[config.mk]
export PLATFORM = sky130hd
export DESIGN_NAME = app_data_arbiter_flat
export DESIGN_NICKNAME = d
export VERILOG_FILES = /design/src/rtl/app_data_arbiter_pkg.sv /design/src/rtl/app_data_arbiter_if.sv /design/src/rtl/app_data_arbiter_pick.sv /design/src/rtl/app_data_arbiter.sv /design/src/flat_wrapper.sv
export SDC_FILE = /design/constraint.sdc
export NUM_CORES = 1
export LEC_CHECK = 0
export BUFFER_PORTS_ARGS = -buffer_cell sky130_fd_sc_hd__buf_2
export CORE_AREA = 2 2 39 41
export CTS_CLUSTER_DIAMETER = 80
export DETAILED_ROUTE_END_ITERATION = 10
export DIE_AREA = 0 0 41 43
export GPL_ROUTABILITY_DRIVEN = 0
export PLACE_DENSITY_LB_ADDON = 0.25
export SYNTH_ARGS = -nofsm -noshare
export SYNTH_HDL_FRONTEND = slang
export SYNTH_SLANG_ARGS = --single-unit
[constraint.sdc]
create_clock -name clk_int -period 2.19 [get_ports clk_int]
set_input_delay 0.5475 -clock clk_int [delete_from_list [all_inputs] [get_ports clk_int]]
set_output_delay 0.5475 -clock clk_int [all_outputs]
set_load 0.01 [all_outputs]
[src/rtl/app_data_arbiter_pkg.sv]
// Shared types and helpers for the app_data/conf buffer arbiter.
// Build option: define ARB_TIMEOUT_EN to enable forced revoke of long-held grants.
package app_data_arb_pkg;

  typedef enum logic {
    ARB_IDLE    = 1'b0,
    ARB_GRANTED = 1'b1
  } arb_state_t;

  localparam int ARB_FIXED = 0;
  localparam int ARB_RR    = 1;

  // Index of the lowest set bit of a one-hot vector (up to 16 requesters).
  function automatic logic [3:0] onehot_to_idx(input logic [15:0] onehot);
    logic [3:0] idx;
    idx = '0;
    for (int i = 15; i >= 0; i--) begin
      if (onehot[i]) idx = 4'(i);
    end
    return idx;
  endfunction

endpackage

[src/rtl/app_data_arbiter_if.sv]
// Requester-facing bundle of the app_data arbiter: request/release in, grant status out.
// Build option ARB_TIMEOUT_EN only changes how the timeout line is driven.
interface app_data_arbiter_if #(
  parameter int N_REQ = 2
);
  localparam int IDX_W = $clog2(N_REQ);

  logic [N_REQ-1:0] req;
  logic [N_REQ-1:0] rel;
  logic [N_REQ-1:0] grant;
  logic [IDX_W-1:0] owner;
  logic             busy;
  logic [N_REQ-1:0] pending;
  logic             timeout;

  modport master (
    output req, rel,
    input  grant, owner, busy, pending, timeout
  );

  modport slave (
    input  req, rel,
    output grant, owner, busy, pending, timeout
  );

endinterface

[src/rtl/app_data_arbiter_pick.sv]
// Combinational winner selection: rotate candidates to the search start, find first set, unrotate.
// Independent of ARB_TIMEOUT_EN.
module arb_pick #(
  parameter int N_REQ = 2,
  localparam int IDX_W = $clog2(N_REQ)
) (
  input  logic [N_REQ-1:0] candidates,
  input  logic [IDX_W-1:0] start,
  input  logic             rr_mode,
  output logic [IDX_W-1:0] winner,
  output logic             valid
);

  logic [IDX_W-1:0]   base;
  logic [IDX_W-1:0]   offset;
  logic [2*N_REQ-1:0] doubled;
  logic [N_REQ-1:0]   rotated;
  logic [IDX_W:0]     sum;

  always_comb begin
    base    = rr_mode ? start : '0;
    doubled = {candidates, candidates};
    rotated = doubled[base +: N_REQ];
    offset  = '0;
    for (int i = N_REQ - 1; i >= 0; i--) begin
      if (rotated[i]) offset = IDX_W'(i);
    end
    // Undo the rotation modulo N_REQ, which need not be a power of two.
    sum = {1'b0, base} + {1'b0, offset};
    if (sum >= (IDX_W+1)'(N_REQ)) begin
      winner = IDX_W'(sum - (IDX_W+1)'(N_REQ));
    end else begin
      winner = sum[IDX_W-1:0];
    end
    valid = |candidates;
  end

endmodule

[src/rtl/app_data_arbiter.sv]
// N-requester owner arbiter for the shared ROS2 app_data/conf buffer (fixed or round-robin).
// Build option: define ARB_TIMEOUT_EN to revoke grants held for TIMEOUT_CYCLES cycles.
module app_data_arbiter
  import app_data_arb_pkg::*;
#(
  parameter int N_REQ          = 2,
  parameter int RR_MODE        = ARB_FIXED,
  parameter int TIMEOUT_CYCLES = 65536
) (
  input  logic               clk_int,
  input  logic               rst_int,
  app_data_arbiter_if.slave  bus
);

  localparam int IDX_W = $clog2(N_REQ);

  arb_state_t       state;
  logic [N_REQ-1:0] grant_q;
  logic [N_REQ-1:0] pending_q;
  logic [IDX_W-1:0] owner_q;
  logic [IDX_W-1:0] rr_ptr;

  logic [N_REQ-1:0] candidates;
  logic [N_REQ-1:0] winner_oh;
  logic [IDX_W-1:0] winner;
  logic [IDX_W-1:0] next_ptr;
  logic             win_valid;
  logic             rel_owner;
  logic             hold_expired;

`ifdef ARB_TIMEOUT_EN
  logic [31:0] hold_cnt;
  logic        timeout_q;

  assign hold_expired = (hold_cnt == 32'(TIMEOUT_CYCLES - 1));
  assign bus.timeout  = timeout_q;
`else
  assign hold_expired = 1'b0;
  assign bus.timeout  = 1'b0;
`endif

  assign candidates = pending_q | bus.req;
  assign winner_oh  = {{(N_REQ-1){1'b0}}, 1'b1} << winner;
  assign next_ptr   = (winner == IDX_W'(N_REQ - 1)) ? '0 : winner + 1'b1;
  // grant_q is one-hot on the owner, so this only sees rel[owner].
  assign rel_owner  = |(bus.rel & grant_q);

  arb_pick #(
    .N_REQ (N_REQ)
  ) u_pick (
    .candidates (candidates),
    .start      (rr_ptr),
    .rr_mode    (RR_MODE == ARB_RR),
    .winner     (winner),
    .valid      (win_valid)
  );

  always_ff @(posedge clk_int) begin
    if (rst_int) begin
      state     <= ARB_IDLE;
      grant_q   <= '0;
      pending_q <= '0;
      owner_q   <= '0;
      rr_ptr    <= '0;
`ifdef ARB_TIMEOUT_EN
      hold_cnt  <= '0;
      timeout_q <= 1'b0;
`endif
    end else begin
`ifdef ARB_TIMEOUT_EN
      timeout_q <= 1'b0;
`endif
      case (state)
        ARB_IDLE: begin
          if (win_valid) begin
            state     <= ARB_GRANTED;
            grant_q   <= winner_oh;
            owner_q   <= winner;
            rr_ptr    <= next_ptr;
            pending_q <= candidates & ~winner_oh;
`ifdef ARB_TIMEOUT_EN
            hold_cnt  <= '0;
`endif
          end else begin
            pending_q <= candidates;
          end
        end
        ARB_GRANTED: begin
          // A release also latches the owner's own coincident request.
          if (rel_owner) begin
            state     <= ARB_IDLE;
            grant_q   <= '0;
            pending_q <= pending_q | bus.req;
          end else if (hold_expired) begin
            state     <= ARB_IDLE;
            grant_q   <= '0;
            pending_q <= pending_q | (bus.req & ~grant_q);
`ifdef ARB_TIMEOUT_EN
            timeout_q <= 1'b1;
`endif
          end else begin
            pending_q <= pending_q | (bus.req & ~grant_q);
`ifdef ARB_TIMEOUT_EN
            hold_cnt  <= hold_cnt + 32'd1;
`endif
          end
        end
        default: begin
          state   <= ARB_IDLE;
          grant_q <= '0;
        end
      endcase
    end
  end

  assign bus.grant   = grant_q;
  assign bus.owner   = owner_q;
  assign bus.busy    = |grant_q;
  assign bus.pending = pending_q;

endmodule

[src/flat_wrapper.sv]
// flat-port wrapper written by rule: the top's interface ports become plain ports
module app_data_arbiter_flat import app_data_arb_pkg::*;
#(
  parameter int N_REQ          = 2,
  parameter int RR_MODE        = ARB_FIXED,
  parameter int TIMEOUT_CYCLES = 65536
)
  (clk_int, rst_int, bus_req, bus_rel, bus_grant, bus_owner, bus_busy, bus_pending, bus_timeout);
  app_data_arbiter_if #(.N_REQ(N_REQ)) bus_i ();
  input  logic clk_int;
  input  logic rst_int;
  input wire logic [$bits(bus_i.req)-1:0] bus_req;
  input wire logic [$bits(bus_i.rel)-1:0] bus_rel;
  output wire logic [$bits(bus_i.grant)-1:0] bus_grant;
  output wire logic [$bits(bus_i.owner)-1:0] bus_owner;
  output wire logic [$bits(bus_i.busy)-1:0] bus_busy;
  output wire logic [$bits(bus_i.pending)-1:0] bus_pending;
  output wire logic [$bits(bus_i.timeout)-1:0] bus_timeout;
  assign bus_i.req = bus_req;
  assign bus_i.rel = bus_rel;
  assign bus_grant = bus_i.grant;
  assign bus_owner = bus_i.owner;
  assign bus_busy = bus_i.busy;
  assign bus_pending = bus_i.pending;
  assign bus_timeout = bus_i.timeout;
  app_data_arbiter #(.N_REQ(N_REQ), .RR_MODE(RR_MODE), .TIMEOUT_CYCLES(TIMEOUT_CYCLES)) u_core (.clk_int(clk_int), .rst_int(rst_int), .bus(bus_i));
endmodule
==> metrics <==
Final ANT Viol Nets=0; GR Util All Layers=~8%; Port Buffers=11; Mapped Area=290 sq um; Post-DP HPWL=between 400 and 500 microns; Hold WS=0.530 ns; worst vdd rail ir drop=roughly 280 uV; post-synth cell types=19; register area share after synthesis=41.4%; #FFs+latches synth=6; critical path required time=1.64 ns; # IOs=13; initial drt markers=15; GRT overflow=0; syn nets=35; die height=about 43 microns; total wire length=602 microns; FILL cells=between 150 and 200; clock slew at the register clock pins of the worst setup and hold paths=0.04 ns; antenna violations before repair=0; status=complete, no violations; Leak=between 0.15 and 0.2 nW; HP Start=u_core.bus.grant[1]; worst hold stages=2; first-pass GRT wire length=903 microns; list of most frequent post-synthesis cells=6 x dfxtp_1, 3 x nor2_1, 2 x a21oi_1, 2 x nand3_1, 2 x o21ba_2; reg2reg path depth=3; Antenna Cells=0; Root Buffer=clkbuf_4; fmax=between 600 and 700 MHz; critical path type=reg -> out; Pre-Repair DR Iteration Count=4; Layout Nets=50; final hold vios=0; ys flop type=dfxtp_1; Yosys top cell area share=about two fifths; R2R Path Start=u_core.bus.grant[0]; synth warn=0; DRC=0; hold buffers post-CTS=0; Setup TNS=0 ns; cell taking the most area after synthesis=dfxtp_1; vias post-DR=257; Final period util=71.6%; dpl cell area=358 sq um; Cells after Synth=29; vias in the first global route=about 210; Fin Clk Skew=between 0.001 and 0.0015 ns; startpoint types=flip-flop; CTS sink cnt=6; R2R setup slack=1.14 ns; Hold WC Path Type=reg -> reg; post-route cell area=between 300 and 400 sq um; RSZ-0062 raised after global routing=false; post-CTS setup buffers=0; Rows=14; CP Capture Type=output port; top cells by area, synth=dfxtp_1 41%, o21ba_2 6.9%, a2111oi_2 5.2%; number of synthesized flops with an enable pin=0; Worst Hold Endpoint=u_core.bus.grant[1]; # setup viols final=0; average size of a mapped cell=approximately 10 sq um; core area=~0.0014 sq mm; CTS H-tree lvls=1; clk_lat worst skew=0.24 ns; CTS Buf Count=3; maxcap violations=0; cell with the most instances after synthesis=dfxtp_1; die area=roughly 0.0018 sq mm; cts repair resizes=0; FFs w/ async S/R, synth=0%; synthesis-to-layout area growth=31.0%; Initial Util=between 20% and 30%; WL/cell=a little over 10 microns; layout cells sized above 1=54.8%; Power Dens Cells=745 mW/mm^2; Die W=41 microns; Critical Path Fanout Max=6; Max Root-Sink Buffers=2; CTS tree=built; Arr. time, crit path=slightly above 1 ns; largest net degree at the start of global routing=8; DR vias/cell=around 4.4; crit path time final=about 1.6 ns; reg2reg end=u_core.bus.pending[1]; Max Slew Vio Count=0
[through the flow]
step | power (W) | utilization, % | cells | setup WS [ns]
after floorplan | 0.000166 | - | 29 | 0.956
after global placement | 0.000187 | 25.9 | 55 | 0.843
after detailed placement | 0.000186 | 25.9 | 55 | 0.825
after CTS | 0.000291 | 27.5 | 58 | 0.604
after global routing | 0.000303 | 27.5 | 58 | 0.564
final | 0.000283 | 27.5 | 58 | 0.623
[layer usage]
metal	global-route usage (%)	up-vias	wire length (microns)
li1	-	132	-
met2	9.06	15	260
met4	4.00	0	0
met1	10.7	110	273
met5	0	-	0
met3	6.28	0	67
[critical path, cell delays in order (launching register included)]
cell and delay, ns:
dfxtp_1 0.35, or2_2 0.30, buf_2 0.14
[worst max-delay path by stage]
stage                   startpoint                     to  slack, ns  cells after the start
2_1_floorplan  u_core.bus.grant[0]               bus_busy       0.96                      1
3_3_place_gp            bus_rel[0]  u_core.bus.pending[1]       0.84                      4
3_5_place_dp            bus_rel[0]  u_core.bus.pending[1]       0.83                      4
4_1_cts        u_core.bus.grant[0]               bus_busy       0.60                      2
5_1_grt        u_core.bus.grant[0]               bus_busy       0.56                      2
6_report       u_core.bus.grant[0]               bus_busy       0.62                      2
[cell usage in the layout, fill, tap and decap left out, types with 2 or more instances in the layout]
cell type  count
a21oi_1        2
nand3_1        2
buf_2         11
dfxtp_1        6
clkbuf_4       3
o21ba_2        2
nor2_1         3
[sequential cells by signal, summed over array words and instances, names as in the netlist]
name	count
u_core.bus.grant	2
u_core.state	1
u_core.bus.pending	2
u_core.bus.owner	1
[report_power, final]
part           internal [W]  switching, W   total, W
Sequential         0.000119     0.0000107   0.000129
Combinational     0.0000267     0.0000275  0.0000541
Clock             0.0000619     0.0000379  0.0000998
Total              0.000207     0.0000761   0.000283
[cell type report]
type,instances,area (sq um),share of cell area (%)
sequential,6,120,31.6
timing repair buffer,11,55.1,14.5
tap,16,20.0,5.26
multi-input combinational,21,159,41.8
clock buffer,3,22.5,5.92
inverter,1,3.75,0.987
[logic make-up (layout without fill, tap and decap cells)]
group / after synthesis / count (layout) / synth area share, %
flip-flops: 6 / 6 / 41.4
AO/OA/AOI/OAI: 9 / 9 / 28.9
AND/OR/NAND/NOR: 11 / 11 / 24.6
buffers and inverters: 2 / 15 / 3.88
other: 1 / 1 / 1.29
(Power assumes the default switching activity.)
